[config.mk]
export PLATFORM = sky130hd
export DESIGN_NAME = change_dispenser
export DESIGN_NICKNAME = d
export VERILOG_FILES = /design/src/rtl/soda_machine_types.sv /design/src/rtl/one_shot_timer.sv /design/src/rtl/change_dispenser.sv
export SDC_FILE = /design/constraint.sdc
export NUM_CORES = 1
export LEC_CHECK = 0
export ABC_AREA = 0
export BUFFER_PORTS_ARGS = -buffer_cell sky130_fd_sc_hd__buf_2
export CAP_MARGIN = 25
export CORE_ASPECT_RATIO = 0.8
export CORE_MARGIN = 2
export CORE_UTILIZATION = 25
export DETAILED_ROUTE_END_ITERATION = 7
export HOLD_SLACK_MARGIN = 0.12
export PLACE_DENSITY = 0.45
export REMOVE_ABC_BUFFERS = 1
export SYNTH_ARGS = -nofsm -noshare
export SYNTH_HDL_FRONTEND = slang
export SYNTH_SLANG_ARGS = --single-unit
[constraint.sdc]
create_clock -name clk -period 4.45 [get_ports clk]
set_input_delay 0 -clock clk [delete_from_list [all_inputs] [get_ports clk]]
set_output_delay 0 -clock clk [all_outputs]
set_load 0.1 [all_outputs]
[src/rtl/soda_machine_types.sv]
// Shared types and defaults for the soda machine: dispenser FSM states, timing defaults,
// and the saturating pending-coin counter update.
package soda_machine_types;

  typedef enum logic [2:0] {
    IDLE,
    EJECT1,
    EJECT2,
    GAP,
    FAULT
  } dispense_state_type;

  localparam int DEFAULT_POUR_CYCLES   = 8;
  localparam int DEFAULT_EJECT_TIMEOUT = 16;

  // Net update of a 3-bit pending counter; clamps at 7 so excess requests are dropped.
  function automatic logic [2:0] sat_update(input logic [2:0] cnt,
                                            input logic [1:0] inc,
                                            input logic       dec);
    logic [3:0] sum;
    sum = {1'b0, cnt} + {2'b00, inc};
    if (dec && (sum != 4'd0)) sum = sum - 4'd1;
    return (sum > 4'd7) ? 3'd7 : sum[2:0];
  endfunction

endpackage

[src/rtl/one_shot_timer.sv]
// Reloadable down-counter: load sets LOAD_VALUE, active is high while the count is nonzero.
// Active rises the cycle after load and stays high exactly LOAD_VALUE cycles; reload extends it.
module one_shot_timer #(
  parameter int WIDTH      = 8,
  parameter int LOAD_VALUE = 8
) (
  input  logic clk,
  input  logic reset,
  input  logic load,
  output logic active,
  output logic active_next
);

  logic [WIDTH-1:0] count;
  logic [WIDTH-1:0] count_next;

  always_comb begin
    count_next = count;
    if (load) begin
      count_next = WIDTH'(LOAD_VALUE);
    end else if (count != '0) begin
      count_next = count - WIDTH'(1);
    end
    active_next = (count_next != '0);
  end

  always_ff @(posedge clk) begin
    if (!reset) begin
      count  <= '0;
      active <= 1'b0;
    end else begin
      count  <= count_next;
      active <= active_next;
    end
  end

endmodule

[src/rtl/change_dispenser.sv]
// Coin-change and water-valve controller: queues coin requests, runs hopper motors one coin
// at a time with sensor handshake and jam timeout; all outputs registered, eject 2 cycles after request.
module change_dispenser
  import soda_machine_types::*;
#(
  parameter int POUR_CYCLES   = DEFAULT_POUR_CYCLES,
  parameter int EJECT_TIMEOUT = DEFAULT_EJECT_TIMEOUT
) (
  input  logic clk,
  input  logic reset,
  input  logic pour_water,
  input  logic change1,
  input  logic change2,
  input  logic change22,
  input  logic sensed1,
  input  logic sensed2,
  output logic eject1,
  output logic eject2,
  output logic valve,
  output logic busy,
  output logic fault
);

  localparam logic [7:0] TMO_LAST = 8'(EJECT_TIMEOUT - 1);

  dispense_state_type state, next_state;
  logic [2:0] cnt1, cnt2, cnt1_next, cnt2_next;
  logic [1:0] inc1, inc2;
  logic       dec1, dec2;
  logic [7:0] tmo;
  logic       last2;
  logic       accept;
  logic       valve_next;

  one_shot_timer #(
    .WIDTH      (8),
    .LOAD_VALUE (POUR_CYCLES)
  ) u_pour_timer (
    .clk         (clk),
    .reset       (reset),
    .load        (pour_water),
    .active      (valve),
    .active_next (valve_next)
  );

  always_comb begin
    next_state = state;
    dec1       = 1'b0;
    dec2       = 1'b0;
    case (state)
      IDLE: begin
        if (cnt2 != 3'd0)      next_state = EJECT2;
        else if (cnt1 != 3'd0) next_state = EJECT1;
      end
      EJECT1: begin
        if (sensed1) begin
          dec1       = 1'b1;
          next_state = GAP;
        end else if (tmo == TMO_LAST) begin
          next_state = FAULT;
        end
      end
      EJECT2: begin
        if (sensed2) begin
          dec2       = 1'b1;
          next_state = GAP;
        end else if (tmo == TMO_LAST) begin
          next_state = FAULT;
        end
      end
      // Hold until the sensor pulse that ended the eject has gone away.
      GAP: begin
        if (!(last2 ? sensed2 : sensed1)) next_state = IDLE;
      end
      FAULT:   next_state = FAULT;
      default: next_state = IDLE;
    endcase

    accept    = (state != FAULT);
    inc1      = {1'b0, change1 & accept};
    inc2      = {1'b0, change2 & accept} + {change22 & accept, 1'b0};
    cnt1_next = accept ? sat_update(cnt1, inc1, dec1) : cnt1;
    cnt2_next = accept ? sat_update(cnt2, inc2, dec2) : cnt2;
  end

  always_ff @(posedge clk) begin
    if (!reset) begin
      state  <= IDLE;
      cnt1   <= 3'd0;
      cnt2   <= 3'd0;
      tmo    <= 8'd0;
      last2  <= 1'b0;
      eject1 <= 1'b0;
      eject2 <= 1'b0;
      fault  <= 1'b0;
      busy   <= 1'b0;
    end else begin
      state <= next_state;
      cnt1  <= cnt1_next;
      cnt2  <= cnt2_next;
      if (next_state != state) tmo <= 8'd0;
      else if ((state == EJECT1) || (state == EJECT2)) tmo <= tmo + 8'd1;
      if (state == EJECT1) last2 <= 1'b0;
      else if (state == EJECT2) last2 <= 1'b1;
      eject1 <= (next_state == EJECT1);
      eject2 <= (next_state == EJECT2);
      fault  <= (next_state == FAULT);
      busy   <= valve_next | (cnt1_next != 3'd0) | (cnt2_next != 3'd0) | (next_state != IDLE);
    end
  end

endmodule

# ---- Word-level counts from Yosys, hierarchy flattened
# Cells that the tools add are included.
dict set report totals {
  regBits 31
  in_bits 8
  output_inout_bits 5
}
dict set report classes {
  bitwise 7
  n_reduce_logical 15
  n_eq_ne 10
  n_lt_le_gt_ge 2
  n_mux 20
  n_addsub 7
}
# operator count
set op_table {}
lappend op_table {{3-bit two-way mux} 10}
lappend op_table {{8-bit two-way mux} 2}
lappend op_table {{8-bit nonzero test} 2}
lappend op_table {{3-bit one-hot mux with 5 select lines} 1}
lappend op_table {{3-bit nonzero test} 5}
lappend op_table {{3-bit by 2-bit == test with 1-bit output, second input constant} 3}
lappend op_table {{8-bit by 1-bit adder with 8-bit output, second input constant} 1}
lappend op_table {{8-bit by 4-bit == test with 1-bit output, second input constant} 1}
lappend op_table {{4-bit by 3-bit > comparator with 1-bit output, second input constant} 2}
lappend op_table {{4-bit two-way mux} 2}
lappend op_table {{4-bit nonzero test} 2}
lappend op_table {{4-bit by 1-bit subtractor with 4-bit output, second input constant} 2}
lappend op_table {{8-bit by 1-bit subtractor with 8-bit output, second input constant} 1}
lappend op_table {{3-bit by 1-bit == test with 1-bit output, second input constant} 2}
lappend op_table {{3-bit == test, second input constant} 2}
lappend op_table {{1-bit two-way mux} 5}
lappend op_table {{3-bit by 1-bit adder with 4-bit output} 1}
lappend op_table {{3-bit by 2-bit adder with 4-bit output} 1}
lappend op_table {{2-bit OR reduction} 2}
lappend op_table {{1-bit AND} 3}
lappend op_table {{3-bit zero test} 1}
lappend op_table {{3-bit != test} 1}
lappend op_table {{3-bit != test, second input constant} 1}
lappend op_table {{1-bit bitwise OR} 3}
lappend op_table {{4 further kinds} 5}

# ---- Longest topological paths before layout
dict set report logic_depth {
  ltp_word 13
  ltp_mapped 14
  mapped_depth_nobuf 13
}

# ---- Modules after synthesis
# Synthesis repeated with hierarchy kept, for this count alone.
dict set report hier_totals {
  hier_cells 242
  hier_area_um2 2060.7
}
# mod cells_each area_each_um2 instances
set by_module_without_submodules {}
lappend by_module_without_submodules {change_dispenser 184 1550.2 1}
lappend by_module_without_submodules {one_shot_timer 58 510.5 1}

# ---- Least setup slack after synthesis
# No wires, ideal clock.
dict set report synth_timing {
  path_type {register to register}
  start {register state[2]}
  end {register busy}
  stages_incl_launch_ff 15
  slack_ns 0.716
  setup_ns 0.125
  path_buffers 1
  synth_period_minus_slack_ns 3.734
  arrival_ns 3.609
  path_cell_list {dfxtp_1 -> inv_2 -> or3_1 -> buf_2 -> and2_1 -> ha_1 -> fa_1 -> inv_1 -> ha_1 -> and3_1 -> a211oi_2 -> mux2i_1 -> and2_0 -> a2111o_1 -> o41a_1}
}
dict set report synth_between {
  elab_chain_cells 13
}
# element line
set synth_lines {}
lappend synth_lines {{start, declared} change_dispenser.sv:26} ;# dispense_state_type state, next_state;
lappend synth_lines {{start signal, assigned} change_dispenser.sv:98} ;# state <= next_state;
lappend synth_lines {{branches (longest 12 deep; another with 3-bit by 2-bit adder with 4-bit output)} --}
lappend synth_lines {{1-bit bitwise OR *} change_dispenser.sv:108} ;# busy <= valve_next | (cnt1_next != 3'd0) | (cnt2_next != 3'd0) | (next_state != IDLE);
lappend synth_lines {{end signal, assigned} change_dispenser.sv:108}
lappend synth_lines {{end, declared} change_dispenser.sv:20} ;# output logic busy,
# Every way passes the cells marked *.
# A chain may end at the register's enable or synchronous reset.

# ---- Final worst setup path
# Ends and elaborated chain as after synthesis.

==> summary.md <==
| Metric | Value |
|---|---|
| Port bufs | 12 |
| DRC | 0 |
| Crit-path max cell delay | roughly 0.57 ns |
| First-pass GRT wire length | between 7 and 8 mm |
| Vias in the first global route | 1448 |
| PwrDens | approximately 640 mW/mm² |
| FF-to-FF End | busy |
| Post-cts sizing count | 0 |
| Core ar. | 0.007392 mm² |
| Max-slew headroom | about three fifths |
| Reg power frac | 32.4% |
| Sw Pwr | 0.0006353 W |
| Setup TNS | 0 ns |
| Final WL | 4.204 mm |
| Hold endpoint | fault |
| Seq/Total Area, Yosys | 32.59% |
| Area of the multi-input gates | ~0.0012 mm² |
| Die Wd | just over 100 µm |
| Max-Cap Viols | 0 |
| CP delay by family, top | compound AO/OA/AOI/OAI gates |
| Vias per inst | about 4.5 |
| Root buffer selected by CTS | clkbuf_8 |
| Static Leakage | 0.8539 nW |
| Design area | 0.002182 mm² |
| Gr usage total | 10.97% |
| Via count | 1584 |
| Post-DP HPWL | 3.140 mm |
| Storage element area | between 600 and 700 µm² |
| 1st-iter DRT viols | 75 |
| CP dominant cell by count | ha_1 |
| Hold_buf cts | 2 |
| Fin crit share | 87.32% |
| Crit start category | register |
| Initial antenna violation count | 0 |
| Crit path time final | 3.886 ns |
| Ant diodes | 0 |
| HP Start | sensed1 |
| Hold Crit Class | in2reg |
| Clock power frac | between 15 and 20% |
| Status | finished clean |
| Mapped Area | 0.001904 mm² |
| Worst-Margin Slew | 0.5749 ns |
| Final hold vios | 0 |
| Setup-failing EPs final | 0 |
| CTS max path bufs | 2 |
| R2R Path Start | state[2] |
| Largest net degree at the start of global routing | 18 |
| Mapped Cells | between 200 and 250 |
| Fin nets | 262 |
| Fmax | 257.4 MHz |
| Synthesis-stage register bit count | 31 |
| CTS buffer count | 5 |
| Die area | approximately 0.0083 mm² |
| Worst path cell trace | inv_2, or3_1, and2_1, ha_1, fa_1, inv_1, ha_1, and3_1, a211oi_2, mux2i_1, and2_0, a2111o_1, o41a_1 |
| Worst EP required | 4.61 ns |
| Setup Buffers After CTS | 0 |
| Final hold slack | 0.2322 ns |
| Worst-Skew Late Latency | 0.28 ns |
| Initial core utilization | 25.76% |
| Final Skew | 0.006176 ns |
| YS warnings | 0 |
| Fillers | about 800 |
| Sw Share | 45.31% |
| Area grow syn2layout | 14.59% |
| Area after DPL | 0.002074 mm² |
| Wire per inst | between 10 and 15 µm |
| H-tree levels | 2 |
| R2R cell count | 13 |
| CTS tree | yes |
| GPL Wtd Cong | 0.7629 |
| RSZ-0062 raised after global routing | no |
| Mean area per synthesized cell | roughly 8.4 µm² |
| Worst IR Drop VDD | 0.0003677 V |
| Antenna-violating nets left | 0 |
| Share of cells above drive strength 1 | 12.30% |
| Gr ovfl total | 0 |
| Sink Count | 31 |
| CP bufs+invs | 2 |
| Slew Viols, Final | 0 |
| Synth cell types | 54 |
| Crit path max fanout | 8 |
| Worst hold path depth | 4 |
| Crit path capture type | register |
| FFs w/ async S/R, synth | 0% |
| Row count | 28 |
| Main flop type after synthesis | dfxtp_1 |
| Post-synth EDFFs | 0 |
| Internal Dissipation | 0.0007669 W |
| Critical path class | reg2reg |
| Die Y | 82.06 µm |
| Reg clk slew, reported paths | 0.07 ns |
| Slowest cell on the critical path | fa_1 |
| Critical path arrival | 4.04 ns |
| Drt pass-1 iters | 4 |
| R2R Setup Slk | approximately 0.56 ns |
| Combinational share of power | approximately 52% |
| # IOs | 13 |
## stage by stage
step           util, %  power [W]  setup WS (ns)  cells
5_1_grt          29.52   0.001545         0.3464    349
3_5_place_dp     28.06   0.001181         0.6149    340
2_1_floorplan        -   0.001026         0.7420    221
6_report         29.52   0.001402         0.5644    349
4_1_cts          29.52   0.001415         0.5712    349
3_3_place_gp     28.06   0.001194         0.6912    340
## power groups by stage
stage / sequential (W) / combinational, W / clock, W
floorplan: 0.000502 / 0.000524 / 0
global placement: 0.000462 / 0.000732 / 0
detailed placement: 0.000459 / 0.000723 / 0
CTS: 0.000453 / 0.000729 / 0.000232
global route: 0.000470 / 0.000828 / 0.000247
finish: 0.000454 / 0.000723 / 0.000225
## placed cells by master, fill, tap and decap left out, drive strengths merged, types with 9 or more instances in the layout
cell type and n:
a21oi 9, and2 10, buf 14, dfxtp 31
ha 9, inv 11, nand2 14, nand2b 9
nand3 10, nor2 26
## synthesized netlist by cell type, types with 2 or more instances
cell type | n | share of area [%]
ha_1 | 9 | 5.9
o211a_1 | 3 | 1.6
nand3_1 | 10 | 2.6
nor3_1 | 7 | 1.8
nor2b_1 | 7 | 2.3
or4_4 | 2 | 1.2
a31oi_1 | 2 | 0.66
a311oi_1 | 2 | 0.92
clkbuf_1 | 4 | 0.79
dfxtp_1 | 31 | 33
nor4_1 | 5 | 1.6
o22ai_1 | 4 | 1.3
nand2b_1 | 9 | 3.0
a21oi_1 | 9 | 2.4
and2_1 | 9 | 3.0
nor2_1 | 26 | 5.1
o21ai_0 | 5 | 1.3
buf_2 | 2 | 0.53
nand4_1 | 5 | 1.6
mux2i_1 | 3 | 1.6
xor2_1 | 8 | 3.7
and3_1 | 4 | 1.3
xnor2_1 | 8 | 3.7
a211oi_1 | 2 | 0.79
inv_1 | 10 | 2.0
nand2_1 | 14 | 2.8
## sequential cells by signal, summed over array words and instances (netlist names)
register	cells
busy	1
cnt1	3
cnt2	3
eject1	1
eject2	1
fault	1
last2	1
state	3
tmo	8
u_pour_timer.active	1
u_pour_timer.count	8
## worst min-delay path: stages
cell,delay [ns]
buf_2,0.12
o22ai_1,0.11
a21oi_1,0.13
nor2b_1,0.11
## layer usage
layer	wire length, µm	vias up	GRT usage (%)
li1	-	849	-
met1	2315	710	16.00
met2	1685	21	15.26
met3	161	4	2.894
met4	42	0	3.919
met5	0	-	0
## layout make-up
type	count	share of cell area (%)
clock buffers	6	3.784
clock inverters	1	0.2294
inverters	11	1.892
multi-input cells	179	55.28
flip-flops and latches	31	28.44
well taps	105	6.021
repair buffers	16	4.358
## how the worst max path moves through the flow
stage	depth (start not counted)	startpoint	to
after floorplan	13	state[2]	busy
after global placement	13	state[2]	busy
after detailed placement	13	state[2]	busy
after CTS	13	state[2]	busy
after global routing	13	state[2]	busy
final	13	state[2]	busy
## logic make-up after synthesis
| kind of cell | count (synthesis) | share of synthesized area [%] |
|---|---|---|
| AOI/OAI and AO/OA | 42 | 16.62 |
| xor gates and xnor gates | 16 | 7.359 |
| adders and majority gates | 10 | 6.965 |
| buffers and inverters | 18 | 4.073 |
| DFF | 31 | 32.59 |
| muxes | 4 | 2.168 |
| and+or+nand+nor | 107 | 30.22 |
No activity file was read; power rests on OpenSTA's default activity.
